==> src/rtl/mem_arb_pkg.sv <==
// Shared types and constants for the round-robin memory arbiter.
package mem_arb_pkg;

    typedef enum logic {
        IDLE    = 1'b0,
        GRANTED = 1'b1
    } arb_state_t;

    localparam int   MEM_ADDR_W  = 8;
    localparam int   MEM_DATA_W  = 32;
    localparam logic MEM_RW_READ = 1'b1;

endpackage

==> src/rtl/mem_arbiter_rr_if.sv <==
// Client request lanes plus the single shared memory port.
interface mem_arbiter_rr_if #(
    parameter int NUM_REQ = 4,
    parameter int ADDR_W  = 8,
    parameter int DATA_W  = 32
);
    localparam int ID_W = $clog2(NUM_REQ);

    logic [NUM_REQ-1:0]        req;
    logic [NUM_REQ*ADDR_W-1:0] req_addr;
    logic [NUM_REQ-1:0]        req_rw;
    logic [NUM_REQ*DATA_W-1:0] req_wdata;
    logic [NUM_REQ-1:0]        grant;
    logic [DATA_W-1:0]         rdata;
    logic [ADDR_W-1:0]         mem_addr;
    logic                      mem_rw;
    logic [DATA_W-1:0]         mem_wdata;
    logic [DATA_W-1:0]         mem_rdata;
    logic [ID_W-1:0]           owner_id;
    logic                      busy;
    logic                      timeout_err;
    logic [ID_W-1:0]           timeout_id;
    logic                      err_clr;

    modport slave (
        input  req, req_addr, req_rw, req_wdata, mem_rdata, err_clr,
        output grant, rdata, mem_addr, mem_rw, mem_wdata, owner_id, busy,
               timeout_err, timeout_id
    );

    modport master (
        output req, req_addr, req_rw, req_wdata, mem_rdata, err_clr,
        input  grant, rdata, mem_addr, mem_rw, mem_wdata, owner_id, busy,
               timeout_err, timeout_id
    );

endinterface

==> src/rtl/mem_arbiter_rr_pick.sv <==
// Circular priority picker: first set bit of i_mask at or after i_start, wrapping.
module mem_arb_rr_pick #(
    parameter int N     = 4,
    parameter int IDX_W = $clog2(N)
) (
    input  logic [N-1:0]     i_mask,
    input  logic [IDX_W-1:0] i_start,
    output logic             o_valid,
    output logic [IDX_W-1:0] o_idx
);

    int               w_pos;
    logic [IDX_W-1:0] w_cand;

    // Scan from the farthest offset down so the nearest eligible client is written last.
    always_comb begin
        o_valid = 1'b0;
        o_idx   = '0;
        w_pos   = 0;
        w_cand  = '0;
        for (int k = N - 1; k >= 0; k--) begin
            w_pos = int'(i_start) + k;
            if (w_pos >= N) w_pos = w_pos - N;
            w_cand = IDX_W'(w_pos);
            if (i_mask[w_cand]) begin
                o_valid = 1'b1;
                o_idx   = w_cand;
            end
        end
    end

endmodule

==> src/rtl/mem_arbiter_rr.sv <==
// Round-robin owner arbitration for a single-port memory with a hold-time watchdog.
module mem_arbiter_rr
    import mem_arb_pkg::*;
#(
    parameter int NUM_REQ  = 4,
    parameter int ADDR_W   = MEM_ADDR_W,
    parameter int DATA_W   = MEM_DATA_W,
    parameter int MAX_HOLD = 1024
) (
    input  logic         clk,
    input  logic         rst_n,
    mem_arbiter_rr_if.slave arb_if
);

    localparam int ID_W   = $clog2(NUM_REQ);
    localparam int HOLD_W = $clog2(MAX_HOLD);
    localparam logic [ID_W-1:0]   LAST_ID    = ID_W'(NUM_REQ - 1);
    localparam logic [HOLD_W-1:0] HOLD_LIMIT = HOLD_W'(MAX_HOLD - 1);

    arb_state_t         r_state,   w_state_nxt;
    logic [NUM_REQ-1:0] r_grant,   w_grant_nxt;
    logic [ID_W-1:0]    r_owner,   w_owner_nxt;
    logic               r_busy,    w_busy_nxt;
    logic [HOLD_W-1:0]  r_hold,    w_hold_nxt;
    logic [NUM_REQ-1:0] r_blocked, w_blocked_nxt;
    logic               r_err,     w_err_nxt;
    logic [ID_W-1:0]    r_tid,     w_tid_nxt;

    logic [ID_W-1:0]    w_start;
    logic               w_pick_valid;
    logic [ID_W-1:0]    w_pick_idx;

    assign w_start = (r_owner == LAST_ID) ? '0 : r_owner + 1'b1;

    mem_arb_rr_pick #(
        .N     (NUM_REQ),
        .IDX_W (ID_W)
    ) u_pick (
        .i_mask  (arb_if.req & ~r_blocked),
        .i_start (w_start),
        .o_valid (w_pick_valid),
        .o_idx   (w_pick_idx)
    );

    always_comb begin
        // NOTE: every next value starts as a hold of its register so no branch can infer a latch.
        w_state_nxt   = r_state;
        w_grant_nxt   = r_grant;
        w_owner_nxt   = r_owner;
        w_busy_nxt    = r_busy;
        w_hold_nxt    = r_hold;
        w_blocked_nxt = r_blocked & arb_if.req;
        w_err_nxt     = r_err & ~arb_if.err_clr;
        w_tid_nxt     = r_tid;

        case (r_state)
            IDLE: begin
                if (w_pick_valid) begin
                    w_grant_nxt = NUM_REQ'(1) << w_pick_idx;
                    w_owner_nxt = w_pick_idx;
                    w_busy_nxt  = 1'b1;
                    w_hold_nxt  = '0;
                    w_state_nxt = GRANTED;
                end
            end
            GRANTED: begin
                if (!arb_if.req[r_owner]) begin
                    w_grant_nxt = '0;
                    w_busy_nxt  = 1'b0;
                    w_state_nxt = IDLE;
                end else if (r_hold == HOLD_LIMIT) begin
                    // Revocation outranks a simultaneous err_clr.
                    w_grant_nxt            = '0;
                    w_busy_nxt             = 1'b0;
                    w_state_nxt            = IDLE;
                    w_blocked_nxt[r_owner] = 1'b1;
                    w_err_nxt              = 1'b1;
                    w_tid_nxt              = r_owner;
                end else begin
                    w_hold_nxt = r_hold + 1'b1;
                end
            end
            default: w_state_nxt = IDLE;
        endcase
    end

    // NOTE: sequential state uses non-blocking assignments so every register samples pre-edge values.
    always_ff @(posedge clk or negedge rst_n) begin
        if (!rst_n) begin
            r_state   <= IDLE;
            r_grant   <= '0;
            r_owner   <= LAST_ID;
            r_busy    <= 1'b0;
            r_hold    <= '0;
            r_blocked <= '0;
            r_err     <= 1'b0;
            r_tid     <= '0;
        end else begin
            r_state   <= w_state_nxt;
            r_grant   <= w_grant_nxt;
            r_owner   <= w_owner_nxt;
            r_busy    <= w_busy_nxt;
            r_hold    <= w_hold_nxt;
            r_blocked <= w_blocked_nxt;
            r_err     <= w_err_nxt;
            r_tid     <= w_tid_nxt;
        end
    end

    // Without an owner the port idles as a read of address 0, so no stray write can land.
    always_comb begin
        arb_if.mem_addr  = '0;
        arb_if.mem_rw    = MEM_RW_READ;
        arb_if.mem_wdata = '0;
        if (r_busy) begin
            arb_if.mem_addr  = arb_if.req_addr[r_owner*ADDR_W +: ADDR_W];
            arb_if.mem_rw    = arb_if.req_rw[r_owner];
            arb_if.mem_wdata = arb_if.req_wdata[r_owner*DATA_W +: DATA_W];
        end
    end

    assign arb_if.grant       = r_grant;
    assign arb_if.owner_id    = r_owner;
    assign arb_if.busy        = r_busy;
    assign arb_if.timeout_err = r_err;
    assign arb_if.timeout_id  = r_tid;
    assign arb_if.rdata       = arb_if.mem_rdata;

endmodule

==> src/flat_wrapper.sv <==
// flat-port wrapper written by rule: the top's interface ports become plain ports
module mem_arbiter_rr_flat import mem_arb_pkg::*;
#(
    parameter int NUM_REQ  = 4,
    parameter int ADDR_W   = MEM_ADDR_W,
    parameter int DATA_W   = MEM_DATA_W,
    parameter int MAX_HOLD = 1024
)
  (clk, rst_n, arb_if_req, arb_if_req_addr, arb_if_req_rw, arb_if_req_wdata, arb_if_mem_rdata, arb_if_err_clr, arb_if_grant, arb_if_rdata, arb_if_mem_addr, arb_if_mem_rw, arb_if_mem_wdata, arb_if_owner_id, arb_if_busy, arb_if_timeout_err, arb_if_timeout_id);
  mem_arbiter_rr_if #(.NUM_REQ(NUM_REQ), .ADDR_W(ADDR_W), .DATA_W(DATA_W)) arb_if_i ();
  input  logic clk;
  input  logic rst_n;
  input wire logic [$bits(arb_if_i.req)-1:0] arb_if_req;
  input wire logic [$bits(arb_if_i.req_addr)-1:0] arb_if_req_addr;
  input wire logic [$bits(arb_if_i.req_rw)-1:0] arb_if_req_rw;
  input wire logic [$bits(arb_if_i.req_wdata)-1:0] arb_if_req_wdata;
  input wire logic [$bits(arb_if_i.mem_rdata)-1:0] arb_if_mem_rdata;
  input wire logic [$bits(arb_if_i.err_clr)-1:0] arb_if_err_clr;
  output wire logic [$bits(arb_if_i.grant)-1:0] arb_if_grant;
  output wire logic [$bits(arb_if_i.rdata)-1:0] arb_if_rdata;
  output wire logic [$bits(arb_if_i.mem_addr)-1:0] arb_if_mem_addr;
  output wire logic [$bits(arb_if_i.mem_rw)-1:0] arb_if_mem_rw;
  output wire logic [$bits(arb_if_i.mem_wdata)-1:0] arb_if_mem_wdata;
  output wire logic [$bits(arb_if_i.owner_id)-1:0] arb_if_owner_id;
  output wire logic [$bits(arb_if_i.busy)-1:0] arb_if_busy;
  output wire logic [$bits(arb_if_i.timeout_err)-1:0] arb_if_timeout_err;
  output wire logic [$bits(arb_if_i.timeout_id)-1:0] arb_if_timeout_id;
  assign arb_if_i.req = arb_if_req;
  assign arb_if_i.req_addr = arb_if_req_addr;
  assign arb_if_i.req_rw = arb_if_req_rw;
  assign arb_if_i.req_wdata = arb_if_req_wdata;
  assign arb_if_i.mem_rdata = arb_if_mem_rdata;
  assign arb_if_i.err_clr = arb_if_err_clr;
  assign arb_if_grant = arb_if_i.grant;
  assign arb_if_rdata = arb_if_i.rdata;
  assign arb_if_mem_addr = arb_if_i.mem_addr;
  assign arb_if_mem_rw = arb_if_i.mem_rw;
  assign arb_if_mem_wdata = arb_if_i.mem_wdata;
  assign arb_if_owner_id = arb_if_i.owner_id;
  assign arb_if_busy = arb_if_i.busy;
  assign arb_if_timeout_err = arb_if_i.timeout_err;
  assign arb_if_timeout_id = arb_if_i.timeout_id;
  mem_arbiter_rr #(.NUM_REQ(NUM_REQ), .ADDR_W(ADDR_W), .DATA_W(DATA_W), .MAX_HOLD(MAX_HOLD)) u_core (.clk(clk), .rst_n(rst_n), .arb_if(arb_if_i));
endmodule
==> config.mk <==
export PLATFORM = sky130hd
export DESIGN_NAME = mem_arbiter_rr_flat
export DESIGN_NICKNAME = d
export VERILOG_FILES = /design/src/rtl/mem_arb_pkg.sv /design/src/rtl/mem_arbiter_rr_if.sv /design/src/rtl/mem_arbiter_rr_pick.sv /design/src/rtl/mem_arbiter_rr.sv /design/src/flat_wrapper.sv
export SDC_FILE = /design/constraint.sdc
export NUM_CORES = 1
export LEC_CHECK = 0
export CAP_MARGIN = 40
export CELL_PAD_IN_SITES_DETAIL_PLACEMENT = 1
export CELL_PAD_IN_SITES_GLOBAL_PLACEMENT = 1
export CORE_UTILIZATION = 18
export CTS_BUF_LIST = sky130_fd_sc_hd__clkbuf_8 sky130_fd_sc_hd__clkbuf_16
export CTS_CLUSTER_DIAMETER = 60
export DETAILED_ROUTE_END_ITERATION = 10
export PLACE_DENSITY_LB_ADDON = 0.1
export SLEW_MARGIN = 20
export SYNTH_ARGS = -nofsm -noshare
export SYNTH_HDL_FRONTEND = slang
export SYNTH_SLANG_ARGS = --single-unit
==> constraint.sdc <==
create_clock -name clk -period 2.2 [get_ports clk]
set_clock_uncertainty 0.2 [all_clocks]
set_input_delay 0.33 -clock clk [delete_from_list [all_inputs] [get_ports clk]]
set_output_delay 0.33 -clock clk [all_outputs]
set_load 0.02 [all_outputs]
# Word-level counts from Yosys, hierarchy flattened
# Cells that the tools add are included.
dict set report totals {
  out_inout_bits 83
  reg_bits 25
  word_cells 100
}
dict set report classes {
  order_cmp 10
  n_shift 3
  n_reduce_logical 5
  mux 52
  bitwise_logic 7
  n_addsub 9
  eq_ne 6
}
# op count
set op_table {}
lappend op_table {{128-bit by 8-bit indexed part select with 32-bit output} 1}
lappend op_table {{32-bit 2-to-1 mux} 1}
lappend op_table {{32-bit by 6-bit indexed part select with 8-bit output} 1}
lappend op_table {{10-bit 2-to-1 mux} 3}
lappend op_table {{4-bit 2-to-1 mux} 6}
lappend op_table {{1-bit 2-to-1 mux} 21}
lappend op_table {{10-bit one-hot mux with 2 select lines} 1}
lappend op_table {{2-bit 2-to-1 mux} 9}
lappend op_table {{2-bit by 3-bit less-than comparator with 1-bit output (second input constant)} 5}
lappend op_table {{1-bit binary-select mux with 2-bit select} 6}
lappend op_table {{10-bit by 1-bit adder with 10-bit output (second input constant)} 1}
lappend op_table {{10-bit equality test (second input constant)} 1}
lappend op_table {{3-bit greater-or-equal comparator (second input constant)} 3}
lappend op_table {{4-bit bitwise AND} 2}
lappend op_table {{8-bit 2-to-1 mux} 1}
lappend op_table {{4-bit one-hot mux with 2 select lines} 1}
lappend op_table {{2-bit by 1-bit subtractor with 2-bit output (second input constant)} 4}
lappend op_table {{2-bit by 2-bit adder with 3-bit output (second input constant)} 2}
lappend op_table {{2-bit inequality test (second input constant)} 3}
lappend op_table {{3-bit AND reduction} 2}
lappend op_table {{4-bit NOT} 1}
lappend op_table {{4-bit OR} 1}
lappend op_table {{1-bit one-hot mux with 2 select lines} 2}
lappend op_table {{2-bit AND reduction} 2}
lappend op_table {{11 further kinds} 12}

# Longest topological paths before layout
# Gate-level depths: netlist of the first run.
dict set report logic_depth {
  ltp_word 14
  mapped_depth 9
  depth_no_buf 7
}

# By module
# A second synthesis of the first run with hierarchy kept.
dict set report hier_totals {
  cells_unflattened 277
  hier_area_um2 2906.5
}
# module seq_area_each_um2 instances area_each_um2 cells_per_inst
set by_module_without_submodules {}
lappend by_module_without_submodules {mem_arbiter_rr 628.1 1 2829.0 264}
lappend by_module_without_submodules {mem_arb_rr_pick 0.0 1 77.6 13}

# Worst setup path before layout of the first run
# OpenSTA, ideal clock, no wires.
dict set report synth_timing {
  kind {flip-flop to flip-flop}
  start {register u_core.r_owner[0], in the netlist u_core.arb_if.owner_id[0]}
  end {register u_core.r_grant[1], in the netlist u_core.arb_if.grant[1]}
  required_time_ps 1868
  path_stages_with_launch 10
  period_less_slack_ps 2517
  arrival_ps 2185
  setup_slack_ps -317
  path_cell_list {dfstp_2 > buf_2 > buf_2 > inv_1 > ha_1 > nand2_1 > a31oi_1 > or2_2 > nand3_1 > o211ai_1}
}
dict set report synth_between {
  elab_chain_len 14
  word_cells_on_any_way 43
}
# item line
set synth_rtl {}
lappend synth_rtl {{start, declared} mem_arbiter_rr.sv:22} ;# logic [ID_W-1:0] r_owner, w_owner_nxt;
lappend synth_rtl {{start signal, assigned} mem_arbiter_rr.sv:101} ;# r_owner <= w_owner_nxt;
lappend synth_rtl {{2-bit by 1-bit adder with 2-bit output or 2-bit equality test (tied branches)} mem_arbiter_rr.sv:33} ;# assign w_start = (r_owner == LAST_ID) ? '0 : r_owner + 1'b1;
lappend synth_rtl {{2-bit 2-to-1 mux} mem_arbiter_rr.sv:33}
lappend synth_rtl {{2-bit by 2-bit adder with 3-bit output} mem_arbiter_rr_pick.sv:22} ;# w_pos = int'(i_start) + k;
lappend synth_rtl {{3-bit greater-or-equal comparator or 2-bit by 1-bit subtractor with 2-bit output (tied branches)} mem_arbiter_rr_pick.sv:23} ;# if (w_pos >= N) w_pos = w_pos - N;
lappend synth_rtl {{2-bit 2-to-1 mux} mem_arbiter_rr_pick.sv:23}
lappend synth_rtl {{1-bit binary-select mux with 2-bit select} mem_arbiter_rr_pick.sv:25} ;# if (i_mask[w_cand]) begin
lappend synth_rtl {{1-bit 2-to-1 mux (not written as such)} mem_arbiter_rr_pick.sv:25}
lappend synth_rtl {{2-bit 2-to-1 mux (4 in series)} mem_arbiter_rr_pick.sv:25}
lappend synth_rtl {{1-bit by 2-bit left shift with 4-bit output} mem_arbiter_rr.sv:59} ;# w_grant_nxt = NUM_REQ'(1) << w_pick_idx;
lappend synth_rtl {{4-bit 2-to-1 mux} mem_arbiter_rr.sv:58} ;# if (w_pick_valid) begin
lappend synth_rtl {{4-bit one-hot mux with 2 select lines} mem_arbiter_rr.sv:56} ;# case (r_state)
lappend synth_rtl {{end signal, assigned} mem_arbiter_rr.sv:100} ;# r_grant <= w_grant_nxt;
lappend synth_rtl {{end, declared} mem_arbiter_rr.sv:21} ;# logic [NUM_REQ-1:0] r_grant, w_grant_nxt;
# Several ways; a longest one is shown, not always the timed one. The select of a mux whose other input is x is not followed.
# A chain may end at the register's enable or synchronous reset.

# Worst setup path after layout of the first run
dict set report layout_timing {
  start {register u_core.r_owner[0], in the netlist u_core.arb_if.owner_id[0]}
  end {output port arb_if_mem_addr[5]}
}
dict set report layout_between {
  elab_chain_len 2
}
# item line
set layout_rtl {}
lappend layout_rtl {{32-bit by 6-bit indexed part select with 8-bit output} mem_arbiter_rr.sv:116} ;# arb_if.mem_addr = arb_if.req_addr[r_owner*ADDR_W +: ADDR_W];
lappend layout_rtl {{8-bit 2-to-1 mux} mem_arbiter_rr.sv:115} ;# if (r_busy) begin
lappend layout_rtl {{end, declared} flat_wrapper.sv:21} ;# output wire logic [$bits(arb_if_i.mem_addr)-1:0] arb_if_mem_addr;
# Every way passes these cells.

==> results.tsv, run 1 <==
stage	metric	value	unit
finish	fin_nets	730	
power_and_ir_drop	ir_drop	488.9	uV
cts	clk_path_buf_depth	2	
worst_setup_path	arrival	1.99	ns
sta	timing.hold.ws	0.2375	ns
cts	cts-root-buf	clkbuf_16	
placement	io_buffers	221	
grt	grt_usage	17.25	%
floorplan	dieArea	16620	sq um
sta	drv_slew	0	
route	route.detailed.drc	0	
sta	worst_slew_pin_slew	0.5385	ns
floorplan	core.rowCount	46	
cts	cts.reportedPaths.clkPinSlew	0.07	ns
finish	drive_above_1_share	45.30	%
finish	fin_cells	738	
finish	area_growth	115.3	%
route	routedWlPerCell	20.05	microns
yosys	yosysTopAreaCell	mux4_2	
grt	grt-ovfl-total	0	
grt	grt_max_degree	43	
yosys	synthFlopType	dfrtp_1	
yosys	synthArstFlopShare	100.0	%
worst_setup_path	path_buf_inv	3	
route	vias	3183	
sta	slew_headroom	64.10	%
floorplan	pin_count	286	
floorplan	start_util	18.32	%
sta	rsz0062_at_grt	yes	
placement	place_congestion	0.7871	
worst_setup_path	cpMostUsedCell	buf_12	
sta	hold_violations	0	
yosys	ys_seq_elements	25	
worst_setup_path	path_cells	buf_12 -> buf_12 -> mux4_2 -> and2_4 -> buf_6	
cts	clkLatencyLatePin	0.26	ns
worst_setup_path	crit_fanout	6	
yosys	ys_types	38	
finish	final_cell_area	6245	sq um
worst_hold_path	hp-class	in -> async	
cts	cts_htree_levels	1	
worst_setup_path	crit_slowest_cell	dfstp_4	
worst_setup_path	path_class	reg -> out	
cts	cts_tree	yes	
yosys	syn_area	2900	sq um
route	first_pass_iters	4	
placement	pre_cts_slack	-0.4489	ns
cts	cts-buffers-inserted	3	
outcome	failed_checks	negative setup slack	
run	maxCapViolations	0	
route	drtIter0Drc	116	
yosys	netlist_top_cells_area	mux4_2, dfrtp_1, and2_1	
yosys	synth_edf_count	0	
sta	fmax	396.6	MHz
power_and_ir_drop	total_power	7.380	mW
sta	setup_slack	-0.3216	ns
outcome	status	finished, violations left	
yosys	ys.warnings.count	0	
yosys	netlist_instances	277	
sta	period_share	114.6	%
cts	clock_sinks	25	
floorplan	core	15830	sq um
worst_setup_path	critical-path-top-delay-family	flip-flops	
finish	n_fill_cell	1706	
yosys	syn_nets	485	
placement	dpl_cell_area	5538	sq um
route	wirelength	14790	microns
grt	grt_pass1_vias	3470	
yosys	yosysTopAreaCellShare	32.61	%
power_and_ir_drop	p_leak	2.543	nW
power_and_ir_drop	power-per-cell-area	1182	nW/um^2
route	ant_nets	0	
worst_setup_path	cpPeakStageDelay	0.67	ns
route	vias_per_cell	4.313	
grt	grt_first_pass_wirelength	21400	microns
grt	antenna_found_initial	1	
sta	min_period	2.522	ns
floorplan	die_w	128.9	microns
worst_setup_path	required	1.67	ns
yosys	yosysSeqAreaShare	21.66	%
yosys	avgSynthCellArea	10.47	sq um
sta	setup_viol	60	
floorplan	die_h	128.9	microns
worst_setup_path	cp-end-kind	primary output	
placement	placed_cells	709	
placement	hpwl	11780	microns
worst_setup_path	critPathLaunchType	flip-flop	
-- cell usage after synthesis, types with 6 or more instances --
library cell  count
o21ai_0           7
mux4_2           42
buf_4            33
nor2_1           15
buf_2             6
xnor2_1           6
nand3_1           8
a22o_1            8
dfrtp_1          23
clkbuf_1         11
and2_1           42
nand2_1          22
-- metrics by stage --
stage                     setup TNS [ns]  utilization, %
after floorplan                  -0.5938               -
after global placement            -18.76           34.99
after detailed placement          -19.62           34.99
after CTS                         -16.80           38.40
after global routing              -17.69           39.45
final                             -13.39           39.45
-- path summary, 6_finish.rpt --
path	from	endpoint	slack, ns	cells past startpoint
hold / removal	rst_n	u_core.arb_if.grant[1]$_DFFE_PN0P_	0.24	2
max in group asynchronous	rst_n	u_core.arb_if.owner_id[1]$_DFFE_PN1P_	1.24	2
hold reg to reg	u_core.arb_if.grant[2]$_DFFE_PN0P_	u_core.arb_if.grant[2]$_DFFE_PN0P_	0.30	2
setup / recovery	u_core.arb_if.owner_id[0]$_DFFE_PN1P_	arb_if_mem_addr[5]	-0.32	5
setup reg to reg	u_core.arb_if.owner_id[0]$_DFFE_PN1P_	u_core.arb_if.owner_id[0]$_DFFE_PN1P_	-0.21	9
min in group clk	u_core.arb_if.grant[2]$_DFFE_PN0P_	u_core.arb_if.grant[2]$_DFFE_PN0P_	0.30	2
-- flip-flops by register name, indices dropped and copies added, names as in the netlist --
register	flops
u_core.r_hold	10
u_core.arb_if.grant	4
u_core.r_blocked	4
u_core.arb_if.owner_id	2
u_core.arb_if.timeout_id	2
u_core.arb_if.busy	1
u_core.arb_if.timeout_err	1
u_core.r_state	1
-- cell type report --
| class | count | area, sq um | share of cell area [%] |
|---|---|---|---|
| flip-flops and latches | 25 | 631.9 | 10.12 |
| inverters | 4 | 15.01 | 0.2404 |
| diodes | 1 | 2.502 | 0.04007 |
| repair buffers | 291 | 3014 | 48.27 |
| clock inverters | 1 | 3.754 | 0.06011 |
| well taps | 216 | 270.3 | 4.328 |
| multi-input cells | 197 | 2232 | 35.74 |
| clock buffers | 3 | 75.07 | 1.202 |
-- worst reg2reg max path, cell delays in order (launching register included) --
cell and delay [ns]:
dfstp_4 0.50, buf_12 0.14, buf_8 0.13, ha_4 0.17
or2_4 0.27, nand2_4 0.08, o22ai_1 0.07, a211o_1 0.38
a22o_1 0.23, a31oi_2 0.16
-- layout by cell type (no fill, tap or decap), drive strengths merged, types with 2 or more instances in the layout --
cell type and n:
nand2 22, a21oi 5, o22ai 3, or2 3, mux4 42, ha 5
nor2 15, nand3 8, o211ai 2, nor3 4, and2 42, a22o 8
xnor2 6, buf 111, o21ai 7, a31oi 2, dfrtp 23, nor2b 2
clkdlybuf4s50 178, nor4 3, inv 5, clkbuf 3, xor2 2, dfstp 2
nand2b 5, mux2 2
-- power by group --
group,total [mW],switching (mW),internal [mW]
Combinational,6.29,2.60,3.69
Clock,0.417,0.173,0.244
Sequential,0.674,0.110,0.564
Total,7.38,2.88,4.50
-- cells by family after synthesis --
kind of cell    share of synthesized area, %
simple gates                           20.15
buf+inv                                11.91
mux                                    33.74
compound gates                         7.981
flops                                  21.66
xor+xnor                               2.416
fa+ha+maj                              2.157
-- routing by layer --
metal / up-vias / routed length, microns / global-route usage (%)
li1: 1476 / - / -
met2: 106 / 7957 / 30.84
met3: 16 / 883 / 3.534
met1: 1585 / 5881 / 21.58
met4: 0 / 72 / 2.907
met5: - / 0 / 0
-- what timing repair did --
item,CTS,global route
hold buffers,0,0
setup endpoints to repair,62,66
buffers inserted,13,15
pin swaps,23,20
gates resized for setup,317,40
cloned,3,0
(Power assumes the default switching activity.)
==> run 2, diff against run 1 <==
SYNTH_HIERARCHICAL = 1   (was default)
==> run 2 against run 1 <==
Net effect:
- the run still ends with negative setup slack left
- combinational power hardly changed
- sequential power hardly changed
- core utilization is 0.26 points lower
- die area is 0.21% higher
- sequential cell count stayed put
- non-clock buffer count is 10 higher
- cell count is 1.2% higher
- routed wire length is 0.34% higher
- sequential share of layout area is 0.067 points higher
- fmax is 3.3% lower
- critical endpoint is now arb_if_mem_wdata[4]
==> results.tsv, run 2 <==
stage	metric	value	unit
sta	setup_viol	57	
yosys	netlist_instances	277	
worst_setup_path	cp-end-kind	primary output	
grt	grt-ovfl-total	0	
sta	timing.hold.ws	0.2373	ns
cts	hold_buffers	0	
route	vias	3282	
route	wl_met2	7631	microns
finish	multi_input_area	2178	sq um
route	vias_per_cell	4.394	
yosys	synth_edf_count	0	
route	drtIter0Drc	62	
grt	grt_first_pass_wirelength	21110	microns
worst_setup_path	required	1.67	ns
route	wl_met3	1104	microns
sta	fmax	383.5	MHz
finish	regArea	631.9	sq um
finish	layout_commonest_cell	clkdlybuf4s50_1	
yosys	syn_nets	485	
power_and_ir_drop	ir_drop	470.6	uV
yosys	ys.warnings.count	6	
finish	fin_nets	740	
yosys	yosysSeqAreaShare	21.61	%
floorplan	pin_count	286	
yosys	synthFlopType	dfrtp_1	
cts	clock_sinks	25	
sta	worst_slew_pin_slew	0.3886	ns
route	wl_met1	6044	microns
sta	drv_slew	0	
route	routedWlPerCell	19.87	microns
finish	antennaDiodeCount	0	
outcome	status	finished, violations left	
route	route.detailed.drc	0	
floorplan	die_h	129.1	microns
floorplan	core	15830	sq um
yosys	ys_seq_elements	25	
outcome	failed_checks	negative setup slack	
route	top_layer	met4	
sta	setup_slack	-0.4074	ns
yosys	avgSynthCellArea	10.49	sq um
sta	hold_violations	0	
finish	drive_above_1_share	42.56	%
finish	largest_register_ffs	10	
cts	cts.reportedPaths.clkPinSlew	0.07	ns
worst_setup_path	crit_fanout	7	
run	maxCapViolations	0	
finish	n_fill_cell	1746	
yosys	synthTopCellsByCount	and2_1, mux4_2, buf_4	
grt	grt_usage	16.89	%
finish	regMostFlops	u_core/r_hold	
sta	slew_headroom	74.02	%
route	ant_nets	0	
yosys	yosysTopAreaCell	mux4_2	
sta	rsz0062_at_grt	yes	
yosys	syn_area	2907	sq um
worst_setup_path	arrival	2.08	ns
floorplan	core.rowCount	46	
cts	cts_htree_levels	1	
cts	cts-root-buf	clkbuf_16	
grt	grt_max_degree	43	
cts	cts_tree	yes	
power_and_ir_drop	power-per-cell-area	1186	nW/um^2
floorplan	die_w	129.1	microns
finish	area_growth	113.4	%
sta	min_period	2.607	ns
yosys	ys_types	40	
route	first_pass_iters	4	
worst_hold_path	hp-class	in -> async	
yosys	synthArstFlopShare	100.0	%
cts	cts-buffers-inserted	3	
worst_setup_path	critPathLaunchType	flip-flop	
finish	final_core_util	39.19	%
grt	grt_pass1_vias	3286	
placement	place_congestion	0.7553	
cts	clk_path_buf_depth	2	
yosys	netlist_top_cells_area	mux4_2, dfrtp_1, and2_1	
yosys	yosysTopAreaCellShare	31.77	%
floorplan	dieArea	16660	sq um
floorplan	start_util	18.36	%
sta	period_share	118.5	%
grt	antenna_found_initial	0	
route	wirelength	14850	microns
finish	final_cell_mix	clkdlybuf4s50_1, buf_4, mux4_2, buf_6, and2_4	
placement	hpwl	11760	microns
worst_setup_path	path_class	reg -> out	
power_and_ir_drop	p_leak	2.522	nW
cts	clkLatencyLatePin	0.26	ns
placement	pre_cts_slack	-0.4378	ns
placement	io_buffers	221	
-- run 2: logic make-up after synthesis --
| kind of cell | after synthesis | share of synthesized area [%] |
|---|---|---|
| AO/OA/AOI/OAI | 36 | 9.256 |
| flip-flops | 25 | 21.61 |
| multiplexers | 50 | 35.04 |
| adder cells (fa/ha/maj) | 5 | 2.152 |
| AND/OR/NAND/NOR | 103 | 19.41 |
| buffers and inverters | 58 | 12.53 |
-- run 2: per-stage QoR --
stage          instance area [sq um]  std cells  power [mW]  setup TNS (ns)
2_1_floorplan                   2968        277       3.509          -2.320
3_3_place_gp                    5440        700       5.547          -18.00
3_5_place_dp                    5440        700       5.601          -18.88
4_1_cts                         5753        720       6.521          -14.69
5_1_grt                         6203        747       7.800          -18.21
6_report                        6203        747       7.359          -14.10
-- run 2: layout make-up --
class                           instances  share of cell area [%]
Timing Repair Buffer                  301                   48.53
Clock inverter                          1                 0.06051
Clock buffer                            3                   1.210
Tap cell                              216                   4.357
Multi-Input combinational cell        194                   35.11
Inverter                                7                  0.5446
Sequential cell                        25                   10.19
-- run 2: path summary, 6_finish.rpt --
path,startpoint,to,slack (ns),depth (start not counted)
setup / recovery,u_core/arb_if.owner_id[0]$_DFFE_PN1P_,arb_if_mem_wdata[4],-0.41,6
hold / removal,rst_n,u_core/arb_if.grant[2]$_DFFE_PN0P_,0.24,2
setup reg to reg,u_core/arb_if.owner_id[0]$_DFFE_PN1P_,u_core/arb_if.grant[0]$_DFFE_PN0P_,-0.24,11
hold reg to reg,u_core/r_hold[8]$_DFFE_PN0P_,u_core/r_hold[8]$_DFFE_PN0P_,0.29,1
max in group asynchronous,rst_n,u_core/arb_if.owner_id[0]$_DFFE_PN1P_,1.25,2
min in group clk,u_core/r_hold[8]$_DFFE_PN0P_,u_core/r_hold[8]$_DFFE_PN0P_,0.29,1
-- run 2: per-layer routing --
layer	vias to the layer above	track usage, %
li1	1508	-
met1	1646	20.86
met2	115	30.24
met3	13	4.418
met4	0	2.007
met5	-	0
-- run 2: what timing repair did --
action,4_1_cts,5_1_grt
resized for setup,229,94
setup endpoints to repair,66,63
pin swaps,5,19
buffers inserted,15,31
gates cloned,1,0
-- run 2: report_power, final --
group | switching, mW | leakage, nW | internal (mW)
clock | 0.169 | 0.0423 | 0.244
combinational | 2.59 | 2.15 | 3.68
sequential | 0.114 | 0.333 | 0.563
total | 2.87 | 2.52 | 4.48
-- run 2: critical path: stages (launching register included) --
cell,delay [ns]
dfstp_4,0.67
buf_12,0.14
buf_8,0.12
buf_4,0.11
mux4_2,0.49
and2_4,0.17
buf_6,0.12
